===== config.mk =====
export PLATFORM = sky130hd
export DESIGN_NAME = sync_fifo_mem_ctrl_flat
export DESIGN_NICKNAME = d
export VERILOG_FILES = /design/src/rtl/sync_fifo_mem_ctrl_if.sv /design/src/rtl/sync_fifo_mem_ctrl.sv /design/src/flat_wrapper.sv
export SDC_FILE = /design/constraint.sdc
export NUM_CORES = 1
export LEC_CHECK = 0
export ABC_AREA = 1
export BUFFER_PORTS_ARGS = -buffer_cell sky130_fd_sc_hd__buf_2
export CAP_MARGIN = 20
export CORE_MARGIN = 4
export CORE_UTILIZATION = 53
export CTS_CLUSTER_SIZE = 20
export DETAILED_ROUTE_END_ITERATION = 7
export PLACE_DENSITY = 0.83
export SYNTH_ARGS = -nofsm -noshare
export SYNTH_HDL_FRONTEND = slang
export SYNTH_SLANG_ARGS = --single-unit

===== constraint.sdc =====
create_clock -name clk -period 2 [get_ports clk]
set_input_delay 0.3 -clock clk [delete_from_list [all_inputs] [get_ports clk]]
set_output_delay 0.3 -clock clk [all_outputs]
set_load 0.02 [all_outputs]

===== src/rtl/sync_fifo_mem_ctrl_if.sv =====
// Bus bundle for the single-clock FIFO.
// The master drives requests and write data. The slave (the FIFO) returns
// the registered read data, the status flags and the sticky error flags.
interface sync_fifo_mem_ctrl_if #(
  parameter int DATA_WIDTH = 8,
  parameter int PTR_WIDTH  = 3
);

  // Request side
  logic                  wen;
  logic                  ren;
  logic [DATA_WIDTH-1:0] data_in;
  logic                  clr_err;

  // Response / status side
  logic [DATA_WIDTH-1:0] data_out;
  logic                  rd_valid;
  logic                  full;
  logic                  empty;
  logic                  almost_full;
  logic                  almost_empty;
  logic [PTR_WIDTH:0]    count;
  logic                  overflow;
  logic                  underflow;

  // Requester view
  modport master (
    output wen,
    output ren,
    output data_in,
    output clr_err,
    input  data_out,
    input  rd_valid,
    input  full,
    input  empty,
    input  almost_full,
    input  almost_empty,
    input  count,
    input  overflow,
    input  underflow
  );

  // FIFO view
  modport slave (
    input  wen,
    input  ren,
    input  data_in,
    input  clr_err,
    output data_out,
    output rd_valid,
    output full,
    output empty,
    output almost_full,
    output almost_empty,
    output count,
    output overflow,
    output underflow
  );

endinterface


===== src/rtl/sync_fifo_mem_ctrl.sv =====
// Single-clock FIFO with integrated storage, binary pointers, an occupancy
// counter, registered full/empty/almost flags, a read-valid strobe and
// sticky overflow/underflow flags.
//
// Handshake: wen/ren are requests qualified by the flags registered at the
// start of the cycle. A write is taken when wen=1 and full=0; a read is taken
// when ren=1 and empty=0. A read in the same cycle does not make room for a
// write. A taken read shows up on data_out one clock later together with a
// one-cycle rd_valid pulse; otherwise data_out holds and rd_valid is 0.
// Requests against full/empty are dropped and only raise the error flags.
module sync_fifo_mem_ctrl #(
  parameter int DATA_WIDTH = 8,
  parameter int PTR_WIDTH  = 3,
  parameter int DEPTH      = 8,
  parameter int AF_LEVEL   = 6,
  parameter int AE_LEVEL   = 2
) (
  input  logic                 clk,
  input  logic                 rstn,
  sync_fifo_mem_ctrl_if.slave  bus
);

  typedef logic [PTR_WIDTH:0]    ptr_t;
  typedef logic [PTR_WIDTH-1:0]  idx_t;
  typedef logic [DATA_WIDTH-1:0] word_t;

  localparam ptr_t DEPTH_C = ptr_t'(DEPTH);
  localparam ptr_t AF_C    = ptr_t'(AF_LEVEL);
  localparam ptr_t AE_C    = ptr_t'(AE_LEVEL);
  localparam ptr_t ONE     = ptr_t'(1);
  localparam ptr_t ZERO    = ptr_t'(0);

  // almost_full at count==0 is only true for a zero threshold
  localparam logic AF_RST  = (AF_LEVEL == 0);

  // Storage (not reset; empty=1 after reset blocks any stale read)
  word_t mem [DEPTH];

  // Pointers carry one extra wrap bit so full and empty are distinguishable
  ptr_t  wptr_q, rptr_q;
  ptr_t  count_q, count_nxt;

  // Registered status
  logic  full_q, empty_q, af_q, ae_q;
  logic  ovf_q, udf_q;
  logic  ovf_nxt, udf_nxt;

  // Read side outputs
  word_t data_out_q;
  logic  rd_valid_q;

  // Accepted accesses
  logic  wr_acc, rd_acc;

  idx_t  widx, ridx;

  assign widx = wptr_q[PTR_WIDTH-1:0];
  assign ridx = rptr_q[PTR_WIDTH-1:0];

  // Qualify requests with the flags held at the start of the cycle and
  // work out the occupancy and error flags for the next cycle
  always_comb begin
    wr_acc    = bus.wen & ~full_q;
    rd_acc    = bus.ren & ~empty_q;
    count_nxt = count_q;
    unique case ({wr_acc, rd_acc})
      2'b10:   count_nxt = count_q + ONE;
      2'b01:   count_nxt = count_q - ONE;
      default: count_nxt = count_q;
    endcase
    // A new error event beats a clear in the same cycle
    ovf_nxt = (bus.wen & full_q)  | (ovf_q & ~bus.clr_err);
    udf_nxt = (bus.ren & empty_q) | (udf_q & ~bus.clr_err);
  end

  // Write port into storage
  always_ff @(posedge clk) begin
    if (wr_acc) begin
      mem[widx] <= bus.data_in;
    end
  end

  // Pointers and occupancy counter
  always_ff @(posedge clk or negedge rstn) begin
    if (!rstn) begin
      wptr_q  <= ZERO;
      rptr_q  <= ZERO;
      count_q <= ZERO;
    end else begin
      if (wr_acc) begin
        wptr_q <= wptr_q + ONE;
      end
      if (rd_acc) begin
        rptr_q <= rptr_q + ONE;
      end
      count_q <= count_nxt;
    end
  end

  // Status flags registered from the next count, so they line up with count
  always_ff @(posedge clk or negedge rstn) begin
    if (!rstn) begin
      full_q  <= 1'b0;
      empty_q <= 1'b1;
      af_q    <= AF_RST;
      ae_q    <= 1'b1;
    end else begin
      full_q  <= (count_nxt == DEPTH_C);
      empty_q <= (count_nxt == ZERO);
      af_q    <= (count_nxt >= AF_C);
      ae_q    <= (count_nxt <= AE_C);
    end
  end

  // Sticky error flags
  always_ff @(posedge clk or negedge rstn) begin
    if (!rstn) begin
      ovf_q <= 1'b0;
      udf_q <= 1'b0;
    end else begin
      ovf_q <= ovf_nxt;
      udf_q <= udf_nxt;
    end
  end

  // Registered read data and its one-cycle valid strobe
  always_ff @(posedge clk or negedge rstn) begin
    if (!rstn) begin
      data_out_q <= '0;
      rd_valid_q <= 1'b0;
    end else begin
      rd_valid_q <= rd_acc;
      if (rd_acc) begin
        data_out_q <= mem[ridx];
      end
    end
  end

  assign bus.data_out     = data_out_q;
  assign bus.rd_valid     = rd_valid_q;
  assign bus.full         = full_q;
  assign bus.empty        = empty_q;
  assign bus.almost_full  = af_q;
  assign bus.almost_empty = ae_q;
  assign bus.count        = count_q;
  assign bus.overflow     = ovf_q;
  assign bus.underflow    = udf_q;

`ifndef SYNTHESIS
  // The count-derived flags must agree with the pointer relationship
  a_full_ptr : assert property (@(posedge clk) disable iff (!rstn)
    full_q == ((wptr_q ^ rptr_q) == DEPTH_C));
  a_empty_ptr : assert property (@(posedge clk) disable iff (!rstn)
    empty_q == (wptr_q == rptr_q));
  a_count_ptr : assert property (@(posedge clk) disable iff (!rstn)
    count_q == ptr_t'(wptr_q - rptr_q));
`endif

endmodule

===== src/flat_wrapper.sv =====
// flat-port wrapper written by rule: the top's interface ports become plain ports
module sync_fifo_mem_ctrl_flat 
#(
  parameter int DATA_WIDTH = 8,
  parameter int PTR_WIDTH  = 3,
  parameter int DEPTH      = 8,
  parameter int AF_LEVEL   = 6,
  parameter int AE_LEVEL   = 2
)
  (clk, rstn, bus_wen, bus_ren, bus_data_in, bus_clr_err, bus_data_out, bus_rd_valid, bus_full, bus_empty, bus_almost_full, bus_almost_empty, bus_count, bus_overflow, bus_underflow);
  sync_fifo_mem_ctrl_if #(.DATA_WIDTH(DATA_WIDTH), .PTR_WIDTH(PTR_WIDTH)) bus_i ();
  input  logic clk;
  input  logic rstn;
  input wire logic [$bits(bus_i.wen)-1:0] bus_wen;
  input wire logic [$bits(bus_i.ren)-1:0] bus_ren;
  input wire logic [$bits(bus_i.data_in)-1:0] bus_data_in;
  input wire logic [$bits(bus_i.clr_err)-1:0] bus_clr_err;
  output wire logic [$bits(bus_i.data_out)-1:0] bus_data_out;
  output wire logic [$bits(bus_i.rd_valid)-1:0] bus_rd_valid;
  output wire logic [$bits(bus_i.full)-1:0] bus_full;
  output wire logic [$bits(bus_i.empty)-1:0] bus_empty;
  output wire logic [$bits(bus_i.almost_full)-1:0] bus_almost_full;
  output wire logic [$bits(bus_i.almost_empty)-1:0] bus_almost_empty;
  output wire logic [$bits(bus_i.count)-1:0] bus_count;
  output wire logic [$bits(bus_i.overflow)-1:0] bus_overflow;
  output wire logic [$bits(bus_i.underflow)-1:0] bus_underflow;
  assign bus_i.wen = bus_wen;
  assign bus_i.ren = bus_ren;
  assign bus_i.data_in = bus_data_in;
  assign bus_i.clr_err = bus_clr_err;
  assign bus_data_out = bus_i.data_out;
  assign bus_rd_valid = bus_i.rd_valid;
  assign bus_full = bus_i.full;
  assign bus_empty = bus_i.empty;
  assign bus_almost_full = bus_i.almost_full;
  assign bus_almost_empty = bus_i.almost_empty;
  assign bus_count = bus_i.count;
  assign bus_overflow = bus_i.overflow;
  assign bus_underflow = bus_i.underflow;
  sync_fifo_mem_ctrl #(.DATA_WIDTH(DATA_WIDTH), .PTR_WIDTH(PTR_WIDTH), .DEPTH(DEPTH), .AF_LEVEL(AF_LEVEL), .AE_LEVEL(AE_LEVEL)) u_core (.clk(clk), .rstn(rstn), .bus(bus_i));
endmodule

Yosys cells after proc, flatten, opt, wreduce, memory -nomap -nowiden:

Memory sizes are Yosys's and may differ from the RTL's. A register that Yosys moved wholly into a read port is not among the register bits.
Index checks and enable logic that the tools add are counted.

* bits in registers: 19
* RAM bits: 64
* bits of input ports: 13
* logic and storage cells: 36
* memories: 1

* $add $sub $neg: 4
* magnitude comparators: 2
* equality and inequality tests: 3
* mux-type cells: 3
* bitwise gates (word level): 11
* reduce and logical (&&, ||, !) cells: 2

Memories
* u_core.mem: words 8, bits a word 8, read ports 1, clocked after memory_dff 1, write ports 1, RTL line sync_fifo_mem_ctrl.sv:37 `word_t mem [DEPTH];`

Operator list (count)
* $add A4 B1 Y4 const B: 3
* $pmux W4 S2: 1
* $and A1 B1 Y1: 6
* $eq A4 B4 Y1 const B: 1
* $ge A4 B3 Y1 const B: 1
* $le A4 B2 Y1 const B: 1
* $logic_not A4 Y1: 1
* $sub A4 B1 Y4 const B: 1
* $not A1 Y1: 3
* $eq A2 B1 Y1 const B: 1
* $eq A2 B2 Y1 const B: 1
* $mux W1: 2
* $or A1 B1 Y1: 2
* $logic_not A1 Y1: 1

Depth between registers and ports, before layout:

* word-level depth: 5
* depth in mapped cells: 15
* gate-level depth less buffers: 15

Worst setup path before layout:

No wires, ideal clock.

* path type: register to register
* start: register u_core.empty_q (netlist: u_core.bus.empty)
* end: register u_core.full_q (netlist: u_core.bus.full)
* setup time: 0.073 ns
* data arrival time: 2.049 ns
* required time: 1.927 ns
* slack: -0.122 ns
* stages on the path, launching flop included: 14
* buffers on the path: 1
* period minus slack after synthesis: 2.122 ns
* path through: dfstp_2 > nor2_1 > buf_2 > ha_1 > nor2_1 > nor2_2 > ha_1 > a21oi_1 > inv_1 > nand2_1 > nand3_1 > nand2_1 > nand3_4 > a21oi_2

* cells in the longest elaborated chain, start to end: 5

RTL lines
* start: declaration: RTL line sync_fifo_mem_ctrl.sv:44 `logic full_q, empty_q, af_q, ae_q;`
* start signal: assignment: RTL line sync_fifo_mem_ctrl.sv:109 `empty_q <= (count_nxt == ZERO);`
* $not A1 Y1 *: RTL line sync_fifo_mem_ctrl.sv:64 `rd_acc = bus.ren & ~empty_q;`
* $and A1 B1 Y1 *: RTL line sync_fifo_mem_ctrl.sv:64
* via u_core.rd_acc: RTL line sync_fifo_mem_ctrl.sv:53 `logic wr_acc, rd_acc;`
* $eq A2 B1 Y1 / $eq A2 B2 Y1 (equally long branches): RTL line sync_fifo_mem_ctrl.sv:66 `unique case ({wr_acc, rd_acc})`
* $pmux W4 S2 *: RTL line sync_fifo_mem_ctrl.sv:66
* $eq A4 B4 Y1 *: RTL line sync_fifo_mem_ctrl.sv:108 `full_q <= (count_nxt == DEPTH_C);`
* end signal: assignment: RTL line sync_fifo_mem_ctrl.sv:108
* end: declaration: RTL line sync_fifo_mem_ctrl.sv:44

Mark *: on every way through the listed nets, which the timed path passes. The rest lies on a longest branch.
A chain may end at the register's enable or synchronous reset.

Worst setup path in the final report:

* start: register u_core.empty_q (netlist: u_core.bus.empty)
* end: register u_core.full_q (netlist: u_core.bus.full)

* cells in the longest elaborated chain, start to end: 5

RTL lines (RTL line)
* $not A1 Y1 *: sync_fifo_mem_ctrl.sv:64
* $and A1 B1 Y1 *: sync_fifo_mem_ctrl.sv:64
* $eq A2 B1 Y1 / $eq A2 B2 Y1 (equally long branches): sync_fifo_mem_ctrl.sv:66
* $pmux W4 S2 *: sync_fifo_mem_ctrl.sv:66
* $eq A4 B4 Y1 *: sync_fifo_mem_ctrl.sv:108

Mark *: on every way between the ends. The rest lies on a longest branch, timed or not.

==> summary.txt <==
Setup path
  • Peak fanout along the critical path: 4
  • Startpoint types: flip-flop
  • Req. time, crit path: 2.28 ns
  • Crit Path Class: flip-flop to flip-flop
  • Reg2reg path depth: 12
  • CP Capture Type: flip-flop
  • Critical Path AT: 2.11 ns

Die
  • Die height: ~91 um
  • Initial Util: 0.5569
  • Die area: approximately 8200 um2
  • Die Span X: 90.62 um
  • Site Rows: 29
  • Num ports: 32
  • Core Footprint: between 6000 and 7000 um2

Synthesis
  • Top post-synthesis cells by count: edfxtp_1, nor2_1, nand2_1
  • Dominant cells by area after synthesis: edfxtp_1, dfrtp_1, nor2_1
  • Syn_area_per_cell: approximately 12 um2
  • Top FF cell, synth: edfxtp_1
  • EDFF count, synth: between 60 and 70
  • Synthesized Nets: roughly 310
  • Post-synthesis sequential area ratio: 0.7049
  • Yosys reg bits: 89
  • Synth warn: 0
  • Most instantiated library cell after synthesis: edfxtp_1
  • Ys async rst share: 0.2809
  • Distinct cells, synth: 30
  • Largest area contributor in the netlist: edfxtp_1
  • Synthesized area: about 3600 um2
  • Area share of the largest cell type after synthesis: 0.5313
  • Cell count after synthesis: 295

Power and ir drop
  • Pleak: roughly 1.7 nW
  • Peak supply drop: about 0.00070 V
  • Cell area power density: 1541 nW/um2

Timing
  • Fin crit share: 0.9143
  • Period minus WS final: 1.829 ns
  • Final hold viol count: 0
  • Setup ws final: about 0.17 ns
  • Final setup vio count: 0
  • Total negative slack: 0 ns
  • Clock Skews: between 0.005 and 0.006 ns
  • Max_slew headroom: 0.6297
  • Max Transition Viols Final: 0
  • Worst-Margin Slew: between 0.5 and 0.6 ns
  • Min Hold Slack: around 0.16 ns
  • Max Clk Rate: 546.8 MHz
  • RSZ-0062 raised after global routing: no

Layout
  • Nets: 360
  • Fillers: 470
  • P&R area growth vs syn: 15.22%
  • Post-Layout Cell Count: 424
  • Diodes inserted: 0
  • Share of cells above drive strength 1: 0.2277
  • Final core occ: 0.6417

Clock network
  • Clock slew at reported path FFs: roughly 0.080 ns
  • Sink Count: just under 90
  • Num CTS Buffers: 9
  • Later-pin clock latency in the skew report: ~0.35 ns
  • CTS tree: built
  • H-tree depth: 3
  • CTS root buf: clkbuf_8
  • CTS Buffer Depth: 2

Global routing
  • Vias in the first global route: approximately 2400
  • Largest net degree at the start of global routing: 33
  • Initial antenna violation count: 0
  • Gr usage total: 0.1944
  • First-pass GRT wire length: approximately 12000 um
  • Remaining global-route overflow: 0

Place
  • Dpl ws: around 0.044 ns
  • Post-DP HPWL: 4896 um
  • Inst Count DP: 406
  • Port bufs: 31
  • Placer congestion estimate: between 0.8 and 0.9

Routing
  • Post-DR wirelength/cell: 17.48 um
  • Drt via density: roughly 5.6
  • Remaining DRCs: 0
  • Detail Route Antenna Nets: 0
  • Starting DRT DRC Count: around 210
  • Vias: 2373
  • WL final: roughly 7400 um
  • 1st-pass router iterations: 4

Flow run
  • Maxcap violations: 0

Status
  • Status: completed

Worst hold path
  • WHS Path Cells: 2
  • Hold crit path type: primary input to flip-flop
-- timing repair --
action                                  4_1_cts  5_1_grt
resized for setup                             0        3
endpoints found under the hold margin        23        0
endpoints found under the setup margin        0        5
hold buffers                                  1        0
setup buffers                                 0        1
-- critical path, cell delays in order, from the launching register on --
cell     delay, ns
dfstp_2       0.58
nor2_4        0.07
ha_4          0.17
nor2_1        0.11
nor2_2        0.06
ha_1          0.18
a21oi_2       0.12
inv_1         0.05
nand2_1       0.06
nand3_1       0.07
nand2_2       0.12
nand3_4       0.08
a21oi_2       0.10
-- power breakdown --
part	internal [W]	switching (W)	total (W)	leakage (nW)
combinational	0.000805	0.00163	0.00243	0.664
clock	0.000703	0.000605	0.00131	0.109
sequential	0.00245	0.000235	0.00268	0.880
total	0.00395	0.00247	0.00642	1.65
-- cells by family after synthesis --
logic type / after synthesis / synth area share
fa+ha+maj: 5 / 0.01730
flops: 89 / 0.7049
xor+xnor: 5 / 0.01211
simple gates: 107 / 0.1283
buf+inv: 32 / 0.04047
compound gates: 57 / 0.09685
-- cells in the final DEF (no fill, tap or decap), types with 2 or more instances in the layout --
cell and n:
edfxtp_1 64, nor2_1 45, nand2_1 38, o21ai_0 32, buf_2 31, dfrtp_1 23
inv_1 16, buf_4 15, o221ai_1 12, nand3_1 11, clkbuf_8 9, o211ai_1 5
o21ai_1 5, inv_2 4, ha_1 4, clkinv_1 3, xor2_1 3, nor2_4 2
nor2_2 2, nand3_2 2, xnor2_1 2, nand2_2 2, a21oi_2 2, nor3_1 2
clkinv_4 2, bufinv_16 2, dfstp_2 2
-- through the flow --
step	area (um2)	total power [W]
6_report	4168	0.006423
5_1_grt	4168	0.006865
4_1_cts	4145	0.006441
3_5_place_dp	3918	0.005120
3_3_place_gp	3918	0.005004
2_1_floorplan	3631	0.004391
-- metal layers --
metal	part of all wire	track usage	up-vias	routed length (um)
li1	-	-	1129	-
met1	0.40	0.2467	1160	3000
met2	0.51	0.3280	74	3767
met3	0.072	0.04833	10	536
met4	0.014	0.06122	0	106
met5	0	0	-	0
-- layout make-up --
| class | count | area (um2) | area share |
|---|---|---|---|
| Timing Repair Buffer | 47 | 277.8 | 0.06665 |
| Inverter | 21 | 78.83 | 0.01891 |
| Tap cell | 77 | 96.34 | 0.02312 |
| Clock buffer | 9 | 123.9 | 0.02972 |
| Multi-Input combinational cell | 174 | 947.2 | 0.2273 |
| Sequential cell | 89 | 2550 | 0.6118 |
| Clock inverter | 7 | 93.84 | 0.02252 |
-- path summary, 6_finish.rpt --
path                                        startpoint                 endpoint  slack [ns]
worst max-delay path                  u_core.bus.empty          u_core.bus.full        0.17
worst min-delay path                       bus_clr_err      u_core.bus.overflow        0.16
worst max register to register        u_core.bus.empty          u_core.bus.full        0.17
worst min register to register  u_core.bus.data_out[5]   u_core.bus.data_out[5]        0.49
max in group asynchronous                         rstn  u_core.bus.almost_empty        1.16
min in group asynchronous                         rstn         u_core.rptr_q[1]        0.47
-- state kept, by name, summed over array words and instances (netlist names) --
name	count
u_core.mem	64
u_core.bus.data_out	8
u_core.bus.count	4
u_core.rptr_q	3
u_core.wptr_q	3
u_core.bus.almost_empty	1
u_core.bus.almost_full	1
u_core.bus.empty	1
u_core.bus.full	1
u_core.bus.overflow	1
u_core.bus.rd_valid	1
u_core.bus.underflow	1
(Power assumes the default switching activity.)
